==> config.mk <==
export PLATFORM = sky130hd
export DESIGN_NAME = imm_ext_pipe
export DESIGN_NICKNAME = d
export VERILOG_FILES = /design/src/rtl/imm_ext_pipe.sv
export SDC_FILE = /design/constraint.sdc
export NUM_CORES = 1
export LEC_CHECK = 0
export ABC_AREA = 1
export CORE_UTILIZATION = 58
export CTS_BUF_LIST = sky130_fd_sc_hd__clkbuf_4 sky130_fd_sc_hd__clkbuf_8
export DETAILED_ROUTE_END_ITERATION = 10
export PLACE_DENSITY = 0.95
export SYNTH_ARGS = -nofsm -noshare
export SYNTH_HDL_FRONTEND = slang
export SYNTH_SLANG_ARGS = --single-unit
==> constraint.sdc <==
create_clock -name clk -period 4.1 [get_ports clk]
set_input_delay 1.23 -clock clk [delete_from_list [all_inputs] [get_ports clk]]
set_output_delay 1.23 -clock clk [all_outputs]
set_load 0.02 [all_outputs]
==> src/rtl/imm_ext_pipe.sv <==
// Pipelined immediate-extension unit with an elastic valid/ready pipeline.
// Extension is combinational into stage 0; DEPTH register stages follow; bubbles collapse.
module imm_ext_pipe #(
  parameter int unsigned IN_W  = 16,
  parameter int unsigned OUT_W = 32,
  parameter int unsigned DEPTH = 2,
  parameter int unsigned TAG_W = 5
) (
  input  logic                         clk,
  input  logic                         reset_n,
  input  logic                         flush,
  input  logic                         in_valid,
  output logic                         in_ready,
  input  logic [IN_W-1:0]              in_imm,
  input  logic [2:0]                   in_op,
  input  logic [TAG_W-1:0]             in_tag,
  output logic                         out_valid,
  input  logic                         out_ready,
  output logic [OUT_W-1:0]             out_imm,
  output logic [TAG_W-1:0]             out_tag,
  output logic                         out_err,
  output logic [$clog2(DEPTH+1)-1:0]   occupancy
);

  localparam int unsigned EXT_W = OUT_W - IN_W;
  localparam int unsigned OCC_W = $clog2(DEPTH + 1);

  logic [OUT_W-1:0] sext;
  logic [OUT_W-1:0] ext_imm;
  logic             ext_err;

  always_comb begin
    sext    = {{EXT_W{in_imm[IN_W-1]}}, in_imm};
    ext_imm = '0;
    ext_err = 1'b0;
    case (in_op)
      3'd0:    ext_imm = {{EXT_W{1'b0}}, in_imm};
      3'd1:    ext_imm = sext;
      3'd2:    ext_imm = {in_imm, {EXT_W{1'b0}}};
      3'd3:    ext_imm = sext << 2;
      default: ext_err = 1'b1;
    endcase
  end

  logic [DEPTH-1:0]             valid_q, valid_d;
  logic [DEPTH-1:0][OUT_W-1:0]  imm_q, imm_d;
  logic [DEPTH-1:0][TAG_W-1:0]  tag_q, tag_d;
  logic [DEPTH-1:0]             err_q, err_d;
  logic [OCC_W-1:0]             occ_q, occ_d;
  logic [DEPTH-1:0]             adv;
  logic                         blocked;

  // A stage is blocked only if every stage downstream of it is full and the sink stalls.
  always_comb begin
    blocked = 1'b0;
    adv     = '0;
    for (int k = 0; k < DEPTH; k++) begin
      blocked = ~out_ready;
      for (int j = k + 1; j < DEPTH; j++) begin
        blocked = blocked & valid_q[j];
      end
      adv[k] = valid_q[k] & ~blocked;
    end
  end

  assign in_ready = ~flush & (~valid_q[0] | adv[0]);

  always_comb begin
    valid_d = valid_q;
    imm_d   = imm_q;
    tag_d   = tag_q;
    err_d   = err_q;
    occ_d   = '0;

    if (in_valid && in_ready) begin
      valid_d[0] = 1'b1;
      imm_d[0]   = ext_imm;
      tag_d[0]   = in_tag;
      err_d[0]   = ext_err;
    end else if (adv[0]) begin
      valid_d[0] = 1'b0;
    end

    for (int k = 1; k < DEPTH; k++) begin
      if (adv[k-1] && !flush) begin
        valid_d[k] = 1'b1;
        imm_d[k]   = imm_q[k-1];
        tag_d[k]   = tag_q[k-1];
        err_d[k]   = err_q[k-1];
      end else if (adv[k]) begin
        valid_d[k] = 1'b0;
      end
    end

    if (flush) begin
      valid_d = '0;
    end

    for (int k = 0; k < DEPTH; k++) begin
      occ_d = occ_d + OCC_W'(valid_d[k]);
    end
  end

  always_ff @(posedge clk) begin
    if (!reset_n) begin
      valid_q <= '0;
      imm_q   <= '0;
      tag_q   <= '0;
      err_q   <= '0;
      occ_q   <= '0;
    end else begin
      valid_q <= valid_d;
      imm_q   <= imm_d;
      tag_q   <= tag_d;
      err_q   <= err_d;
      occ_q   <= occ_d;
    end
  end

  assign out_valid = valid_q[DEPTH-1];
  assign out_imm   = imm_q[DEPTH-1];
  assign out_tag   = tag_q[DEPTH-1];
  assign out_err   = err_q[DEPTH-1];
  assign occupancy = occ_q;

endmodule

After elaboration in Yosys (flattened, before gate mapping)
Index checks and enable logic that the tools add are counted.
{ "word_totals": {"input_bits": 29, "latch_bits": 0, "wordCells": 33, "ramBits": 0, "out_inout_bits": 42, "memories": 0, "rom_bits": 0, "ff_bits": 80} }
{ "op_classes": {"div_mod_pow": 0, "eq_ne": 3, "mux": 7, "reduce_logical": 5, "shift": 0, "multipliers": 0, "bitwise": 9, "order_cmp": 0, "n_addsub": 1} }
{ "ops": {"columns": ["op", "count"], "rows": [
  ["$pmux 32 s4", 1],
  ["$eq 3x2->1 const B", 2],
  ["$mux 1", 5],
  ["$and 1x1->1", 4],
  ["$not 1->1", 4],
  ["$reduce_or 4->1", 1],
  ["$eq 3x1->1 const B", 1],
  ["$logic_not 3->1", 1],
  ["$add 1x1->2", 1],
  ["$logic_and 1x1->1", 2],
  ["$mux 2", 1],
  ["$logic_not 1->1", 1],
  ["$or 1x1->1", 1]
]} }

Longest topological paths before layout
Gate-level depths: netlist of the first run.
{ "depth": {"ltp_word": 10, "ltp_mapped": 8, "depth_no_buf": 7} }

Worst setup path after synthesis of the first run
Ideal clock, no wire load.
{ "synth_timing": {"kind": "input port to output port", "startpoint": "in out_ready", "endpoint": "out in_ready", "path_slack_ns": 1.313, "cell_stages": 4, "t_arrival_ns": 1.557, "path_buffers": 0, "required_time_ns": 2.870, "path_cell_list": "inv_1 > nand3_1 > nand2_1 > inv_1"} }
{ "synth_between": {"elab_chain_cells": 6} }
{ "synth_lines": {"columns": ["item", "line", "source"], "rows": [
  ["start: declaration", "18", "input logic out_ready,"],
  ["$not 1->1", null, null],
  ["$and 1x1->1", "60", "blocked = blocked & valid_q[j];"],
  ["$not 1->1", "62", "adv[k] = valid_q[k] & ~blocked;"],
  ["$and 1x1->1", "62", null],
  ["$or 1x1->1", "66", "assign in_ready = ~flush & (~valid_q[0] | adv[0]);"],
  ["$and 1x1->1", "66", null],
  ["end: declaration", "13", "output logic in_ready,"]
]} }
Every way passes these cells.

Worst setup path after layout of the first run
Same ends and word-level chain as after synthesis.

==> results.ini, run 1 <==
[min_path]
min_path_type=flip-flop to flip-flop

[floorplanning]
start_util_pct=60.6
dieWidth_um=83.7
die-area_um2=7000
die_y_um=83.7
pin_count=71
num_rows=29
core_region_area_um2=6390

[placement]
dpl.hpwl_mm=5.54
pre_cts_slack_ns=0.313
port_buffers=70
routabilityCongestion=0.907

[timing]
setup_ws_ns=0.317
tightest_slew_ns=0.780
tns_ns=0
clock_skew_ns=0.00924
slew_headroom_pct=47.9
setup_viol=0
hold_violations=0
period_minus_slack_ns=3.78
fin_crit_sh_pct=92.3
rsz0062_at_grt=false
slew_viol_final=0
fmax_mhz=264

[logic_synthesis]
yosys-top-cells-area=dfxtp_1 (41%), buf_4 (8.3%), nor2_1 (7.4%)
synth_area_um2=3870
avgSynthCellArea_um2=7.68
ys_warn_count=0
async_flop_share_pct=0
syn_inst=504
synthTopCellsByCount=dfxtp_1 (80), nor2_1 (76), nand2_1 (70), buf_4 (43), nand4_1 (43)
synth_top_area_cell=dfxtp_1
synth-seq-cells=80
synth_most_common_cell=dfxtp_1
yosys.area.top_type_share_pct=41.4
syn_nets=534
ys_seq_area_share_pct=41.4
synth_edf_count=0
synth_flop_cell=dfxtp_1
synth_cell_type_count=28

[routing]
avgRoutedWirePerCell_um=14.0
avgViaCountPerCell=5.64
drtIter0Drc=263
drt_pass1_iterations=5
drt-total-wl_mm=8.35
ant_nets=0
via_count=3356
drc=0

[worst_setup_path]
ff2ff_path_depth=5
rr_endpoint=out_imm[1]
cp.required_ns=2.87
slowest_stage=clkdlybuf4s50_1
worstSetupPathType=primary input to primary output
path_max_fanout=3
reg2reg_from=valid_q[1]
cp-startpoint=out_ready
setup.worst_path.end_class=primary output
cp.arrival_ns=2.55
worstPathCellList=clkdlybuf4s50_1 > inv_1 > nand3_1 > nand2_1 > inv_1 > clkdlybuf4s50_1
crit_end=in_ready
slowest_delay_ns=0.59
cp-start-kind=primary input
ff2ff_setup_slack_ns=2.32

[cts]
htreeDepth=3
postCtsSetupRepairBufs=0
cts.sinks=80
clk_pin_slew_ns=0.08
clockBufferDepth=2
cts_hold_buf=0
clockRootBuffer=clkbuf_8
cts_inserted_buffers=9
clk_latency_ns=0.35
cts_tree=yes
cts_resized=0

[grt]
met3_usage_pct=4.15
antenna_found_initial=0
grt_max_degree=45
met2_usage_pct=37.8
grt_pass1_vias=2995
grt_usage_pct=24.1
grt_pass1_wl_mm=13.7
use_met1_pct=32.2
gr-total-overflow=0
busiest_layer=met2

[status]
outcome=complete, no violations

[final_layout]
drive_above_1_share_pct=13.7
fin_util_pct=68.9
area_delta_synth_final_pct=13.8
diodes=0
nets=543

[pwr]
p_per_area_nw_per_um2=361
p_leak_nw=1.67
ir_drop_v=0.000222

[job]
drv_cap=0

[critical path: cells and delay by family]
kind                   cells  cell delay (ns)
buffers and inverters      4             1.14
AND/OR/NAND/NOR            2             0.18
[where the power goes]
part	internal (mW)	switching (mW)	total, mW	leakage (nW)
Sequential	0.796	0.00988	0.806	0.648
Clock	0.291	0.297	0.588	0.0967
Combinational	0.0769	0.118	0.195	0.925
[through the flow]
| stage | cell area [um2] | power, mW | hold WS, ns | cells |
|---|---|---|---|---|
| final | 4400 | 1.59 | 0.466 | 595 |
| after detailed placement | 4200 | 1.02 | 0.451 | 579 |
| after global placement | 4200 | 1.01 | 0.440 | 579 |
| after CTS | 4400 | 1.59 | 0.463 | 595 |
| after global routing | 4400 | 1.65 | 0.483 | 595 |
| after floorplan | 3870 | 0.960 | 0.430 | 504 |
[sequential cells by signal (all words and copies together) (netlist names)]
signal	flops
err_q	2
imm_q	32
occupancy	2
out_imm	32
out_tag	5
tag_q	5
valid_q	2
[metal layers]
metal / vias up / routed length (um)
met5: - / 0
met4: 0 / 176
met3: 15 / 500
met2: 135 / 3850
met1: 1538 / 3820
li1: 1668 / -
[cells by family after synthesis]
logic type / after synthesis / share of synthesized area [%]
buffers and inverters: 91 / 14.4
AOI/OAI and AO/OA: 81 / 12.2
adders and majority gates: 1 / 0.323
and+or+nand+nor: 251 / 31.7
DFF: 80 / 41.4
[worst min path at each step]
stage | from | end | slack, ns | depth (start not counted)
finish | imm_q[3] | imm_q[3] | 0.47 | 2
global route | tag_q[4] | tag_q[4] | 0.48 | 2
CTS | imm_q[1] | imm_q[1] | 0.46 | 2
detailed placement | imm_q[1] | imm_q[1] | 0.45 | 2
global placement | imm_q[1] | out_imm[1] | 0.44 | 2
floorplan | imm_q[1] | imm_q[1] | 0.43 | 2
[cell usage in the layout (no fill, tap or decap), drive strengths merged]
cell           Yosys  final
nor3b              1      1
clkdlybuf4s50      0     70
o21a               2      2
buf               70      6
clkinv             0      1
ha                 1      1
a21oi             39     39
and2               2      2
o21ai             39     39
bufinv             0      1
clkinvlp           0      2
dfxtp             80     80
nand4             44     44
nor2              78     78
clkbuf             8     10
nand3             45     45
nand2             81     81
o211ai             1      1
inv               13     15
[area by class of cell]
| class | count | area, um2 |
|---|---|---|
| multi-input cells | 333 | 1710 |
| clock inverters | 6 | 67.6 |
| inverters | 13 | 48.8 |
| repair buffers | 76 | 746 |
| fillers | 530 | 1980 |
| clock buffers | 10 | 131 |
| flip-flops and latches | 80 | 1600 |
| well taps | 77 | 96.3 |
Note: power is estimated with default switching activity, not from simulation.
==> run 2: changes to the inputs <==
- CAP_MARGIN: unset -> 20
==> results of run 2 <==
Final layout, timing and power as in run 1 (identical DEF).
